**src/rtl/regfile_wb_queue.sv**
```systemverilog
// regfile_wb_queue: in-order write-back queue in front of the register file's single write port.
//
// Execute-stage write requests are buffered in a DEPTH-entry circular buffer. One entry is
// written to the register file each cycle that the write port is granted (drain).
//
// Optional feature: define WBQ_FWD_EN to build the forwarding comparators. These report the
// youngest queued value for the two operand-read addresses. When it is undefined, the q*_hit
// and q*_data outputs are tied to zero.
//
// Ports:
//   clk, rst             clock; synchronous active-high reset
//   in_valid/in_ready    request handshake (in_ready == !full)
//   in_addr/in_data      destination register and value
//   drain                register file write port granted this cycle
//   wr_en/wr_addr/wr_data  register file cw/w/data (head entry)
//   count/full/empty     occupancy status, registered-state only
//   q1_addr/q2_addr      forwarding lookup addresses (r1/r2)
//   q1_hit/q2_hit        a queued entry targets that address
//   q1_data/q2_data      value of the youngest matching entry
module regfile_wb_queue #(
  parameter int unsigned AW    = 16,
  parameter int unsigned DW    = 16,
  parameter int unsigned DEPTH = 4
) (
  input  logic                     clk,
  input  logic                     rst,
  input  logic                     in_valid,
  output logic                     in_ready,
  input  logic [AW-1:0]            in_addr,
  input  logic [DW-1:0]            in_data,
  input  logic                     drain,
  output logic                     wr_en,
  output logic [AW-1:0]            wr_addr,
  output logic [DW-1:0]            wr_data,
  output logic [$clog2(DEPTH):0]   count,
  output logic                     full,
  output logic                     empty,
  input  logic [AW-1:0]            q1_addr,
  input  logic [AW-1:0]            q2_addr,
  output logic                     q1_hit,
  output logic                     q2_hit,
  output logic [DW-1:0]            q1_data,
  output logic [DW-1:0]            q2_data
);

  localparam int unsigned PW = $clog2(DEPTH);
  localparam int unsigned CW = PW + 1;

  logic [AW-1:0] addr_mem [DEPTH];
  logic [DW-1:0] data_mem [DEPTH];

  logic [PW-1:0] head_q, tail_q;
  logic [CW-1:0] count_q, count_d;
  logic          push, pop;

  assign full     = (count_q == CW'(DEPTH));
  assign empty    = (count_q == '0);
  assign count    = count_q;
  assign in_ready = !full;

  // No fall-through: an entry pushed into an empty queue is drained next cycle at the earliest.
  assign wr_en   = drain && !empty && !rst;
  assign pop     = wr_en;
  assign push    = in_valid && in_ready && !rst;
  assign wr_addr = addr_mem[head_q];
  assign wr_data = data_mem[head_q];

  always_comb begin
    count_d = count_q;
    case ({push, pop})
      2'b10:   count_d = count_q + 1'b1;
      2'b01:   count_d = count_q - 1'b1;
      default: count_d = count_q;
    endcase
  end

  // Pointers wrap naturally because DEPTH is a power of two.
  always_ff @(posedge clk) begin
    if (rst) begin
      head_q  <= '0;
      tail_q  <= '0;
      count_q <= '0;
    end else begin
      if (push) tail_q <= tail_q + 1'b1;
      if (pop)  head_q <= head_q + 1'b1;
      count_q <= count_d;
    end
  end

  // Storage is not reset; occupancy alone decides which entries are valid.
  always_ff @(posedge clk) begin
    if (push) begin
      addr_mem[tail_q] <= in_addr;
      data_mem[tail_q] <= in_data;
    end
  end

`ifdef WBQ_FWD_EN
  logic [PW-1:0] idx;

  // Scan oldest to youngest so the last match (youngest) wins.
  always_comb begin
    q1_hit  = 1'b0;
    q2_hit  = 1'b0;
    q1_data = '0;
    q2_data = '0;
    idx     = '0;
    for (int unsigned i = 0; i < DEPTH; i++) begin
      idx = head_q + PW'(i);
      if (CW'(i) < count_q) begin
        if (addr_mem[idx] == q1_addr) begin
          q1_hit  = 1'b1;
          q1_data = data_mem[idx];
        end
        if (addr_mem[idx] == q2_addr) begin
          q2_hit  = 1'b1;
          q2_data = data_mem[idx];
        end
      end
    end
  end
`else
  logic unused_qaddr;

  assign unused_qaddr = ^{q1_addr, q2_addr};
  assign q1_hit  = 1'b0;
  assign q2_hit  = 1'b0;
  assign q1_data = '0;
  assign q2_data = '0;
`endif

endmodule

```
**config.mk**
```make
export PLATFORM = sky130hd
export DESIGN_NAME = regfile_wb_queue
export DESIGN_NICKNAME = d
export VERILOG_FILES = /design/src/rtl/regfile_wb_queue.sv
export SDC_FILE = /design/constraint.sdc
export NUM_CORES = 1
export LEC_CHECK = 0
export CAP_MARGIN = 20
export CORE_MARGIN = 2
export CORE_UTILIZATION = 39
export DETAILED_ROUTE_END_ITERATION = 8
export PLACE_DENSITY = 0.75
export SYNTH_ARGS = -nofsm -noshare
export SYNTH_HDL_FRONTEND = slang
export SYNTH_SLANG_ARGS = --single-unit
```
**constraint.sdc**
```tcl
create_clock -name clk -period 5.15 [get_ports clk]
set_input_delay 1.2875 -clock clk [delete_from_list [all_inputs] [get_ports clk]]
set_output_delay 1.2875 -clock clk [all_outputs]
set_load 0.005 [all_outputs]
```
==> impl_metrics.py, run 1 <==
metrics = {
    "final_layout": {
        "final_cells": 533,
        "final_cell_mix": "edfxtp_1 (128), clkdlybuf4s50_1 (74), conb_1 (34)",
        "diodes": 0,
        "fin_nets": 416,
        "drive_gt1_frac": 0.193,
        "final_common_cell": "edfxtp_1",
        "area_growth_pct": 24.8,
    },
    "routing": {
        "drt_iter0_markers": 167,
        "drcViolationCount": 0,
        "wl_per_cell_um": 17.0,
        "first_pass_iters": 4,
        "ant_nets": 0,
        "drt-total-wl_mm": 9.06,
        "num_vias": 2462,
        "via_per_inst": 4.62,
    },
    "die": {
        "initial_core_util": 0.394,
        "rows": 43,
        "core-area_um2": 13700,
        "fp.dieH_um": 122,
        "die-area_um2": 14800,
        "ios": 141,
        "die_x_um": 122,
    },
    "grt": {
        "grtUsageTotal": 0.129,
        "first_global_vias": 2497,
        "antenna_found_initial": 0,
        "grt_pass1_wl_mm": 13.8,
        "grt-ovfl-total": 0,
        "grt_max_degree": 33,
    },
    "sta": {
        "tightest_slew_ns": 0.946,
        "final_max_slew_viol_count": 0,
        "skew_ns": 0.00784,
        "grt_setup_unrepaired": "false",
        "hold_viol_final": 0,
        "clock.fmax_mhz": 254,
        "fin_crit_ns": 3.93,
        "setup-tns-final_ns": 0,
        "setup_ws_ns": 1.22,
        "setup_viol": 0,
        "post-route-period-util": 0.763,
        "whs_ns": 0.523,
        "slew_headroom": 0.369,
    },
    "synthesis": {
        "synth_top_area_frac": 0.711,
        "seq_area_frac_synth": 0.744,
        "synth_top_area_cell": "edfxtp_1",
        "synthDistinctLibCells": 25,
        "ys_ff_latch": 137,
        "synthCells": 257,
        "netlist_area_um2": 5410,
        "avgSynthCellArea_um2": 21.0,
        "ys_top_cells_by_area": "edfxtp_1 (71%), mux4_2 (13%), buf_4 (4.7%), dfxtp_1 (3.3%), ha_1 (1.2%)",
        "ys_warn_count": 0,
    },
    "power_and_ir_drop": {
        "irDropWorstVdd_mv": 0.213,
        "seq_power_share": 0.470,
        "internal_power_uw": 2160,
        "switching_share": 0.203,
        "clkPwrFrac": 0.435,
        "powerDensity_nw_per_um2": 403,
        "p_sw_uw": 552,
        "p_leak_uw": 0.00222,
        "p_comb_frac": 0.094,
        "total_power_uw": 2720,
    },
    "cts": {
        "tritoncts": "done",
        "cts_setup_buffers": 0,
        "cts_resized": 0,
        "clk_pin_slew_worst_paths_ns": 0.06,
        "cts_hold_buf": 0,
        "clock_sinks": 137,
        "clock_latency_ns": 0.40,
        "numCtsBuffers": 17,
        "ctsRootBufferMaster": "clkbuf_16",
        "clock_path_buffers": 2,
        "cts_max_level": 4,
    },
    "placed_design": {
        "io_buffers": 74,
        "dp_hpwl_mm": 5.17,
        "gp_congestion": 0.723,
        "pre_cts_slack_ns": 1.22,
        "dp.cells": 503,
    },
    "worst_setup_path": {
        "worst_setup_path_start_kind": "input pin",
        "critPathRequiredTime_ns": 3.86,
        "critPathMaxFanout": 11,
        "end_kind": "primary output",
        "crit_type": "in -> out",
        "worstPathArrival_ns": 2.64,
    },
    "flow_run": {
        "max_cap_violations": 0,
    },
    "run_status": {
        "outcome": "finished clean",
    },
    "worst_hold_path": {
        "hp-class": "reg -> reg",
    },
}
critical path: stages:
cell	delay, ns
clkdlybuf4s50_1	0.58
nor2_1	0.24
clkdlybuf4s50_1	0.54
logic make-up after synthesis:
logic type               Yosys count  share of synthesized area
flip-flops                       137                      0.744
AND/OR/NAND/NOR                   19                     0.0201
other                              1                   0.000694
XOR/XNOR                           4                    0.00648
AO/OA/AOI/OAI                      7                    0.00764
adder cells (fa/ha/maj)            6                     0.0153
buffers and inverters             50                     0.0694
multiplexers                      33                      0.136
cell usage after synthesis:
| cell type | n |
|---|---|
| buf_12 | 3 |
| buf_6 | 1 |
| inv_1 | 8 |
| fa_1 | 1 |
| or3_1 | 2 |
| edfxtp_1 | 128 |
| conb_1 | 1 |
| buf_2 | 3 |
| o31ai_1 | 1 |
| ha_1 | 5 |
| nor3_1 | 2 |
| nand2b_1 | 2 |
| clkbuf_1 | 1 |
| xor2_1 | 4 |
| mux4_2 | 31 |
| mux2i_1 | 1 |
| nor3b_4 | 1 |
| o21ai_0 | 2 |
| and2_1 | 4 |
| dfxtp_1 | 9 |
| mux4_1 | 1 |
| a21oi_1 | 3 |
| nor2_1 | 8 |
| o311ai_1 | 1 |
| buf_4 | 34 |
layer usage:
layer	global-route usage	vias to the layer above	wire (µm)	share of wire
li1	-	1117	-	-
met1	0.161	1238	3680	0.41
met2	0.210	101	4630	0.51
met3	0.0524	6	688	0.076
met4	0.0323	0	64	0.0071
met5	0	-	0	0
metrics by stage:
| stage | instance area (µm²) | util |
|---|---|---|
| 6_report | 6750 | 0.492 |
| 5_1_grt | 6750 | 0.492 |
| 4_1_cts | 6750 | 0.492 |
| 3_5_place_dp | 6160 | 0.449 |
| 3_3_place_gp | 6160 | 0.449 |
| 2_1_floorplan | 5530 | - |
layout make-up:
cell class                 instances  area (µm²)
tap                              180         225
sequential                       137        4030
inverter                           8        30.0
multi-input combinational        103        1130
timing repair buffer              75         748
fill                            1105        6970
clock inverter                    13         155
clock buffer                      17         425
sequential cells by signal, indices dropped and copies added (netlist names), named ones only:
| signal | count |
|---|---|
| addr_mem | 64 |
| count | 3 |
| data_mem | 64 |
| head_q | 2 |
| tail_q | 2 |
power groups by stage:
stage	Clock [µW]	Combinational (µW)	Sequential [µW]
final	1180	256	1280
after global routing	1260	279	1280
after CTS	1200	262	1280
after detailed placement	0	261	1300
after global placement	0	256	1300
after floorplan	0	168	1290
path summary, 6_finish.rpt:
kind,start,endpoint,slack [ns],cells past startpoint
worst max-delay path,rst,wr_en,1.22,3
worst min register to register,tail_q[1]$_SDFFE_PP0P_,tail_q[1]$_SDFFE_PP0P_,0.52,2
worst max register to register,count[2]$_SDFFE_PP0P_,count[2]$_SDFFE_PP0P_,2.90,9
worst min-delay path,tail_q[1]$_SDFFE_PP0P_,tail_q[1]$_SDFFE_PP0P_,0.52,2
No activity file was read; power rests on OpenSTA's default activity.
==> run 2, diff against run 1 <==
--- a/config.mk
+++ b/config.mk
@@ -9,7 +9,7 @@
 export CORE_MARGIN = 2
 export CORE_UTILIZATION = 39
 export DETAILED_ROUTE_END_ITERATION = 8
-export PLACE_DENSITY = 0.75
+export PLACE_DENSITY = 0.78
 export SYNTH_ARGS = -nofsm -noshare
 export SYNTH_HDL_FRONTEND = slang
 export SYNTH_SLANG_ARGS = --single-unit
==> constraint.sdc (replaced) <==
create_clock -name clk -period 3.5 [get_ports clk]
set_input_delay 0.875 -clock clk [delete_from_list [all_inputs] [get_ports clk]]
set_output_delay 0.875 -clock clk [all_outputs]
set_load 0.005 [all_outputs]
==> run 2 against run 1 <==
  * Clock skew grew 0.0017 ns
  * Sequential share of layout area is 0.87 points lower
  * Cell count grew 1.7%
  * Setup slack worse by 0.79 ns
  * Critical endpoint unchanged
  * Largest power group unchanged
==> impl_metrics.py, run 2 (same netlist as run 1, synthesis figures left out) <==
metrics = {
    "sta": {
        "grt_setup_unrepaired": "false",
        "final_max_slew_viol_count": 0,
        "setup-tns-final_ns": 0,
        "skew_ns": 0.00952,
        "post-route-period-util": 0.877,
        "hold_viol_final": 0,
        "setup_viol": 0,
        "clock.fmax_mhz": 326,
        "fin_crit_ns": 3.07,
    },
    "worst_setup_path": {
        "timing.critical_path.to": "wr_en",
        "worstRegToRegCells": 9,
        "rrSetupSlack_ns": 1.16,
        "worstPathArrival_ns": 2.19,
        "crit_type": "in -> out",
        "crit_start": "drain",
        "critPathMaxFanout": 2,
        "critPathRequiredTime_ns": 2.62,
        "rr_startpoint": "count[2]$_SDFFE_PP0P_",
        "worst_setup_path_start_kind": "input pin",
        "reg2reg_to": "count[2]$_SDFFE_PP0P_",
        "end_kind": "primary output",
    },
    "die": {
        "rows": 43,
        "initial_core_util": 0.394,
        "core-area_um2": 13700,
        "fp.dieH_um": 122,
        "die-area_um2": 14800,
        "ios": 141,
        "die_x_um": 122,
    },
    "worst_hold_path": {
        "hp-class": "reg -> reg",
        "hold_start": "tail_q[1]$_SDFFE_PP0P_",
    },
    "routing": {
        "drcViolationCount": 0,
        "drt_iter0_markers": 159,
        "first_pass_iters": 4,
        "num_vias": 2534,
        "wl_per_cell_um": 17.0,
        "ant_nets": 0,
        "via_per_inst": 4.68,
        "drt-total-wl_mm": 9.23,
    },
    "placed_design": {
        "io_buffers": 74,
        "dp_hpwl_mm": 5.77,
        "gp_congestion": 0.679,
        "dp.cells": 510,
    },
    "cts": {
        "tritoncts": "done",
        "cts_max_level": 4,
        "clock_sinks": 137,
        "clk_pin_slew_worst_paths_ns": 0.06,
        "clock_latency_ns": 0.41,
        "cts_setup_buffers": 0,
        "cts_resized": 0,
        "clock_path_buffers": 2,
        "cts_hold_buf": 0,
        "numCtsBuffers": 17,
        "ctsRootBufferMaster": "clkbuf_16",
    },
    "final_layout": {
        "multiInputGateArea_um2": 1130,
        "fillers": 1097,
        "fin_nets": 423,
        "drive_gt1_frac": 0.210,
        "area_growth_pct": 26.6,
        "final_common_cell": "edfxtp_1",
        "diodes": 0,
        "final_cells": 542,
        "final_cell_mix": "edfxtp_1 (128), clkdlybuf4s50_1 (74), conb_1 (34)",
        "seq_area_um2": 4030,
    },
    "grt": {
        "grt-ovfl-total": 0,
        "grt_pass1_wl_mm": 14.2,
        "first_global_vias": 2631,
        "grt_max_degree": 33,
        "antenna_found_initial": 0,
        "grtUsageTotal": 0.133,
    },
    "run_status": {
        "outcome": "finished clean",
    },
    "power_and_ir_drop": {
        "p_leak_uw": 0.00226,
        "irDropWorstVdd_mv": 0.361,
        "powerDensity_nw_per_um2": 581,
    },
    "flow_run": {
        "max_cap_violations": 0,
    },
}
run 2: changes by cell type in the layout (fill, tap and decap cells not counted), sizes merged:
cell	before	now
buf	1	8
bufinv	3	2
clkbuf	17	18
clkinv	7	6
clkinvlp	2	3
inv	9	11
run 2: area by class of cell:
type,instances,area share
sequential,137,0.588
multi-input combinational,103,0.166
timing repair buffer,82,0.124
clock buffer,18,0.0627
tap,180,0.0329
clock inverter,14,0.0218
inverter,8,0.00439
run 2: routing by layer:
layer,share of wire,up-vias,track usage
met4,0.0093,0,0.0431
li1,-,1133,-
met3,0.066,8,0.0473
met5,0,-,0
met2,0.52,120,0.229
met1,0.41,1273,0.156
run 2: worst min-delay path by stage:
stage                             endpoint  slack (ns)  depth (start not counted)
floorplan           tail_q[1]$_SDFFE_PP0P_        0.48                          2
global placement    tail_q[1]$_SDFFE_PP0P_        0.50                          2
detailed placement                    flop        0.52                          2
CTS                 tail_q[1]$_SDFFE_PP0P_        0.53                          2
global route                          flop        0.57                          2
finish              tail_q[1]$_SDFFE_PP0P_        0.52                          2
run 2: stage by stage:
stage / worst slack [ns] / cell area [µm²] / hold WS (ns) / total power, µW / util
global route: 0.361 / 6850 / 0.569 / 4120 / 0.499
detailed placement: 0.440 / 6270 / 0.522 / 2310 / 0.457
floorplan: 1.03 / 5530 / 0.482 / 2140 / -
global placement: 0.429 / 6270 / 0.499 / 2300 / 0.457
finish: 0.432 / 6850 / 0.523 / 3970 / 0.499
CTS: 0.427 / 6850 / 0.535 / 4030 / 0.499
run 2: critical path, stage by stage:
cell	delay, ns
clkdlybuf4s50_1	0.49
o31ai_1	0.10
nor2_1	0.18
clkdlybuf4s50_1	0.54
run 2: report_power, final:
part	internal, µW	switching (µW)	total, µW	leakage, µW
clock network	1050	654	1710	0.000275
logic	244	158	402	0.000750
registers	1840	23.8	1870	0.00124
==> run 3, diff against run 2 <==
--- a/config.mk
+++ b/config.mk
@@ -9,7 +9,8 @@
 export CORE_MARGIN = 2
 export CORE_UTILIZATION = 39
 export DETAILED_ROUTE_END_ITERATION = 8
-export PLACE_DENSITY = 0.78
+export DONT_BUFFER_PORTS = 1
+export PLACE_DENSITY = 0.64
 export SYNTH_ARGS = -nofsm -noshare
 export SYNTH_HDL_FRONTEND = slang
 export SYNTH_SLANG_ARGS = --single-unit
==> run 3 against run 2 <==
  * Non-clock buffer count fell by 73
  * Routed wire length fell by 3.0%
  * Register-to-register slack better by 0.02 ns
  * Worst hold slack worse by 0.014 ns
  * Clock power up 6%
  * Global-route usage fell by 0.41 points
  * Sequential cell count is the same
  * Total power fell by 1.6%
  * Cell count fell by 14%
  * Cell area shrank 11%
  * Maximum frequency up 5.1%
  * Utilization down 5.5 points
  * Critical endpoint is now wr_data[15]
  * Largest power group unchanged
  * Highest routed layer unchanged
==> impl_metrics.py, run 3 (same netlist as run 1, synthesis figures left out) <==
metrics = {
    "die": {
        "ios": 141,
        "core-area_um2": 13700,
        "die-area_um2": 14800,
        "initial_core_util": 0.394,
        "rows": 43,
        "die_x_um": 122,
        "fp.dieH_um": 122,
    },
    "cts": {
        "cts_setup_buffers": 0,
        "ctsRootBufferMaster": "clkbuf_16",
        "cts_resized": 0,
        "clock_sinks": 137,
        "clock_path_buffers": 2,
        "clock_latency_ns": 0.40,
        "clk_pin_slew_worst_paths_ns": 0.06,
        "tritoncts": "done",
        "cts_hold_buf": 0,
        "cts_max_level": 4,
        "numCtsBuffers": 17,
    },
    "worst_setup_path": {
        "end_kind": "primary output",
        "cpLargestDelayFamily": "flip-flops",
        "cpMaxStageDelayCell": "dfxtp_2",
        "path_cells": "buf_4 > mux4_2",
        "worstPathArrival_ns": 2.04,
        "critPathRequiredTime_ns": 2.62,
        "critPathBufInv": 1,
        "slowest_delay_ns": 0.69,
        "worst_setup_path_start_kind": "flop",
        "crit_type": "reg -> out",
        "critPathMaxFanout": 15,
    },
    "routing": {
        "via_per_inst": 4.82,
        "ant_nets": 0,
        "wl_met3_um": 919,
        "num_vias": 2251,
        "wl_met2_mm": 4.44,
        "top_layer_used": "met4",
        "drt_iter0_markers": 123,
        "wl_met1_mm": 3.48,
        "drt-total-wl_mm": 8.95,
        "first_pass_iters": 4,
        "wl_per_cell_um": 19.2,
        "drcViolationCount": 0,
    },
    "placed_design": {
        "io_buffers": 0,
        "gp_congestion": 0.653,
        "post_dp_cell_area_um2": 5480,
        "dp_hpwl_mm": 5.60,
    },
    "power_and_ir_drop": {
        "powerDensity_nw_per_um2": 642,
        "irDropWorstVdd_mv": 0.351,
        "p_leak_uw": 0.00199,
    },
    "grt": {
        "grtUsageTotal": 0.129,
        "grt-ovfl-total": 0,
        "antenna_found_initial": 0,
        "first_global_vias": 2353,
        "grt_pass1_wl_mm": 13.6,
        "grt_max_degree": 33,
    },
    "sta": {
        "setup_viol": 0,
        "setup-tns-final_ns": 0,
        "tightest_slew_ns": 0.919,
        "clock.fmax_mhz": 343,
        "hold_viol_final": 0,
        "final_max_slew_viol_count": 0,
        "fin_crit_ns": 2.92,
        "whs_ns": 0.509,
        "slew_headroom": 0.388,
        "post-route-period-util": 0.834,
        "skew_ns": 0.00716,
        "grt_setup_unrepaired": "false",
    },
    "final_layout": {
        "area_growth_pct": 12.7,
        "drive_gt1_frac": 0.265,
        "diodes": 0,
        "fillers": 1168,
        "post-route-cell-area_um2": 6090,
        "final_cell_mix": "edfxtp_1 (128), conb_1 (34), mux4_2 (31)",
        "fin_nets": 350,
        "final_common_cell": "edfxtp_1",
    },
    "run_status": {
        "outcome": "finished clean",
    },
    "worst_hold_path": {
        "hp-class": "reg -> reg",
    },
    "flow_run": {
        "max_cap_violations": 0,
    },
}
[run 3: cell types whose count changed in the layout (fill, tap and decap cells not counted), moves of 2 or more]
cell             change
buf_12               -4
buf_4                +5
bufinv_16            +2
clkdlybuf4s50_1     -74
clkinvlp_4           -2
inv_6                -3
[run 3: per-stage QoR]
stage,utilization,worst slack [ns],cells,power (µW)
6_report,0.444,0.581,467,3910
5_1_grt,0.444,0.395,467,4050
4_1_cts,0.444,0.501,467,3950
3_5_place_dp,0.400,0.858,437,2140
3_3_place_gp,0.400,0.908,437,2140
2_1_floorplan,-,1.03,290,2140
[run 3: worst paths after layout]
check | to | slack (ns) | from | cells past startpoint
setup reg to reg | count[2]$_SDFFE_PP0P_ | 1.18 | count[2]$_SDFFE_PP0P_ | 9
hold / removal | tail_q[1]$_SDFFE_PP0P_ | 0.51 | tail_q[1]$_SDFFE_PP0P_ | 2
setup / recovery | wr_data[15] | 0.58 | flop | 2
hold reg to reg | tail_q[1]$_SDFFE_PP0P_ | 0.51 | tail_q[1]$_SDFFE_PP0P_ | 2
[run 3: report_power, final]
part           internal [µW]  switching, µW
Combinational            111            106
Clock                   1180            625
Sequential              1840           41.5
Total                   3140            773
[run 3: area by class of cell]
type,instances,area [µm²],share of cell area
sequential,137,4030,0.661
multi-input combinational,103,1130,0.186
clock buffer,18,429,0.0705
tap,180,225,0.0370
clock inverter,12,178,0.0292
timing repair buffer,9,67.6,0.0111
inverter,8,30.0,0.00493
[run 3: worst register-to-register path, cell delays in order, from the launching register on]
cell,delay [ns]
dfxtp_1,0.46
nor3b_4,0.35
nor3_1,0.16
inv_1,0.08
ha_1,0.17
inv_1,0.06
fa_1,0.37
xor2_1,0.15
or3_1,0.30
a21oi_1,0.15
[run 3: per-layer routing]
layer / track usage / up-vias
met2: 0.206 / 90
met1: 0.148 / 1159
met4: 0.0481 / 0
met5: 0 / -
li1: - / 989
met3: 0.0669 / 13
==> patch: new RTL, settings of run 2 <==
Add a define of `WBQ_FWD_EN`.
--- a/src/rtl/regfile_wb_queue.sv
+++ b/src/rtl/regfile_wb_queue.sv
@@ -17,6 +17,8 @@
 //   q1_addr/q2_addr      forwarding lookup addresses (r1/r2)
 //   q1_hit/q2_hit        a queued entry targets that address
 //   q1_data/q2_data      value of the youngest matching entry
+`define WBQ_FWD_EN
+
 module regfile_wb_queue #(
   parameter int unsigned AW    = 16,
   parameter int unsigned DW    = 16,
Formal check against the unedited RTL: not equivalent (Yosys sat finds a counterexample within 4 cycles, from zero or initial values and one cycle with rst high).
==> patch against run 2 <==
The run now ends with setup timing left; setup slack worse by 1500 ps; non-clock buffer count up 327; synthesized area up 98%; routed wire length rose to 4.5 times the old value; power up 53%; sequential cell count unchanged; clock skew up 1.6 ps; final area up 140%; largest cell class is now multi-input gates.
==> patch: results <==
<?xml version="1.0" encoding="UTF-8"?>
<metrics>
  <group name="status">
    <metric name="status" unit="">finished with violations</metric>
    <metric name="violations" unit="">setup timing</metric>
  </group>
  <group name="setup_path">
    <metric name="crit-reg2reg-capture" unit="">addr_mem[0][11]</metric>
    <metric name="reg2reg_setup_slack" unit="ps">1100</metric>
    <metric name="worstPathArrival" unit="ps">3700</metric>
    <metric name="rr_startpoint" unit="">count[1]</metric>
    <metric name="cp-endpoint" unit="">q2_data[6]</metric>
    <metric name="worst-path-max-fanout" unit="">16</metric>
    <metric name="cp_top_family" unit="">simple AND/OR/NAND/NOR gates</metric>
    <metric name="timing.critical_path.from" unit="">head_q[0]</metric>
  </group>
  <group name="placed_design">
    <metric name="gp_routability_congestion" unit="">0.979</metric>
    <metric name="dpl.hpwl" unit="mm">25.8</metric>
    <metric name="post_dp_cell_area" unit="sq um">13900</metric>
    <metric name="placed_cells" unit="">1423</metric>
    <metric name="port-buffer-count" unit="">140</metric>
  </group>
  <group name="pwr">
    <metric name="ir_worst_vdd" unit="uV">324</metric>
    <metric name="p_leak" unit="nW">5.85</metric>
    <metric name="comb_cell_power" unit="mW">2.28</metric>
    <metric name="share_clk_of_total_power" unit="">0.308</metric>
    <metric name="switchingPower" unit="mW">1.88</metric>
  </group>
  <group name="grt">
    <metric name="grt_first_pass_wirelength" unit="mm">59.7</metric>
    <metric name="grt_util_all_layers" unit="">0.277</metric>
    <metric name="number_of_antenna_violations_at_the_first_check_in_global_routing" unit="">1</metric>
    <metric name="grt_max_degree" unit="">47</metric>
  </group>
  <group name="cells_and_area">
    <metric name="finish.net_count" unit="">1238</metric>
    <metric name="drive_gt1_frac" unit="">0.491</metric>
  </group>
  <group name="routing">
    <metric name="vias" unit="">9817</metric>
    <metric name="detailedRoute.firstPassIterationCount" unit="">7</metric>
    <metric name="viasPerCell" unit="">6.48</metric>
    <metric name="post_drt_wl_per_cell" unit="um">27.3</metric>
  </group>
  <group name="yosys">
    <metric name="netlist_instances" unit="">809</metric>
    <metric name="synth-main-ff-cell" unit="">sky130_fd_sc_hd__edfxtp_1</metric>
    <metric name="synth.top_cells.by_area" unit="">sky130_fd_sc_hd__edfxtp_1, sky130_fd_sc_hd__mux4_2, sky130_fd_sc_hd__xor2_1</metric>
    <metric name="ys_seq_area_frac" unit="">0.376</metric>
    <metric name="ys_top_cells_by_count" unit="">sky130_fd_sc_hd__edfxtp_1, sky130_fd_sc_hd__mux4_2, sky130_fd_sc_hd__xor2_1, sky130_fd_sc_hd__xnor2_1, sky130_fd_sc_hd__mux2i_1</metric>
    <metric name="syn_area" unit="sq um">10700</metric>
    <metric name="count_of_cell_types_in_the_netlist" unit="">52</metric>
  </group>
  <group name="timing">
    <metric name="postLayoutSetupSlackWorst" unit="ps">-1080</metric>
    <metric name="count_of_endpoints_failing_setup_in_the_final_report" unit="">34</metric>
    <metric name="worst_clock_skew" unit="ps">11.1</metric>
    <metric name="finalSetupTns" unit="ps">-27120</metric>
  </group>
  <group name="clocking">
    <metric name="worst_skew_pair.late_latency" unit="ps">430</metric>
  </group>
</metrics>
==> patch: cell types whose count changed after synthesis, sizes merged, moves of 18 or more <==
cell	delta
mux4	+89
xor2	+79
xnor2	+54
mux2i	+46
nand3	+40
clkbuf	+29
nand2	+28
nand4	+24
o22ai	+20
a31oi	+19
and3	+18
==> patch: per-layer routing <==
metal  up-vias  track usage  wire length (um)
met2       759        0.447             19600
met4         2        0.135              2520
met1      4855        0.351             15000
li1       3989            -                 -
met3       212       0.0676              4300
met5         -            0                13
==> patch: worst min path at each step <==
stage               slack, ps   endpoint      start  depth (start not counted)
finish                    510  tail_q[1]  tail_q[1]                          2
detailed placement        500  tail_q[1]  tail_q[1]                          2
floorplan                 470  tail_q[1]  tail_q[1]                          2
global placement          480  tail_q[1]  tail_q[1]                          2
global route              540  tail_q[1]  tail_q[1]                          2
CTS                       510  tail_q[1]  tail_q[1]                          2
==> patch: logic make-up after synthesis <==
logic type / count (synthesis) / synth area share
compound gates: 84 / 0.0619
xor+xnor: 137 / 0.112
fa+ha+maj: 9 / 0.0105
buf+inv: 86 / 0.0426
flops: 137 / 0.376
mux: 169 / 0.299
simple gates: 187 / 0.0982
==> patch: final cells by class <==
class,instances,area (sq um)
clock buffers,20,447
clock inverters,12,153
well taps,341,427
repair buffers,409,3910
fillers,1868,10900
multi-input cells,587,7080
flip-flops and latches,137,4030
inverters,9,33.8
==> patch: per-stage QoR <==
stage	power [mW]	setup slack [ps]
floorplan	3.11	-74.3
global placement	3.91	-1140
detailed placement	3.93	-1220
CTS	5.94	-835
global route	6.26	-1080
finish	6.08	-1080
==> patch: timing repair <==
item | CTS | global route
buffers inserted | 37 | 19
resized for setup | 242 | 79
pin swaps | 19 | 35
cloned | 9 | 3
endpoints found under the setup margin | 34 | 34
hold buffers | 0 | 0
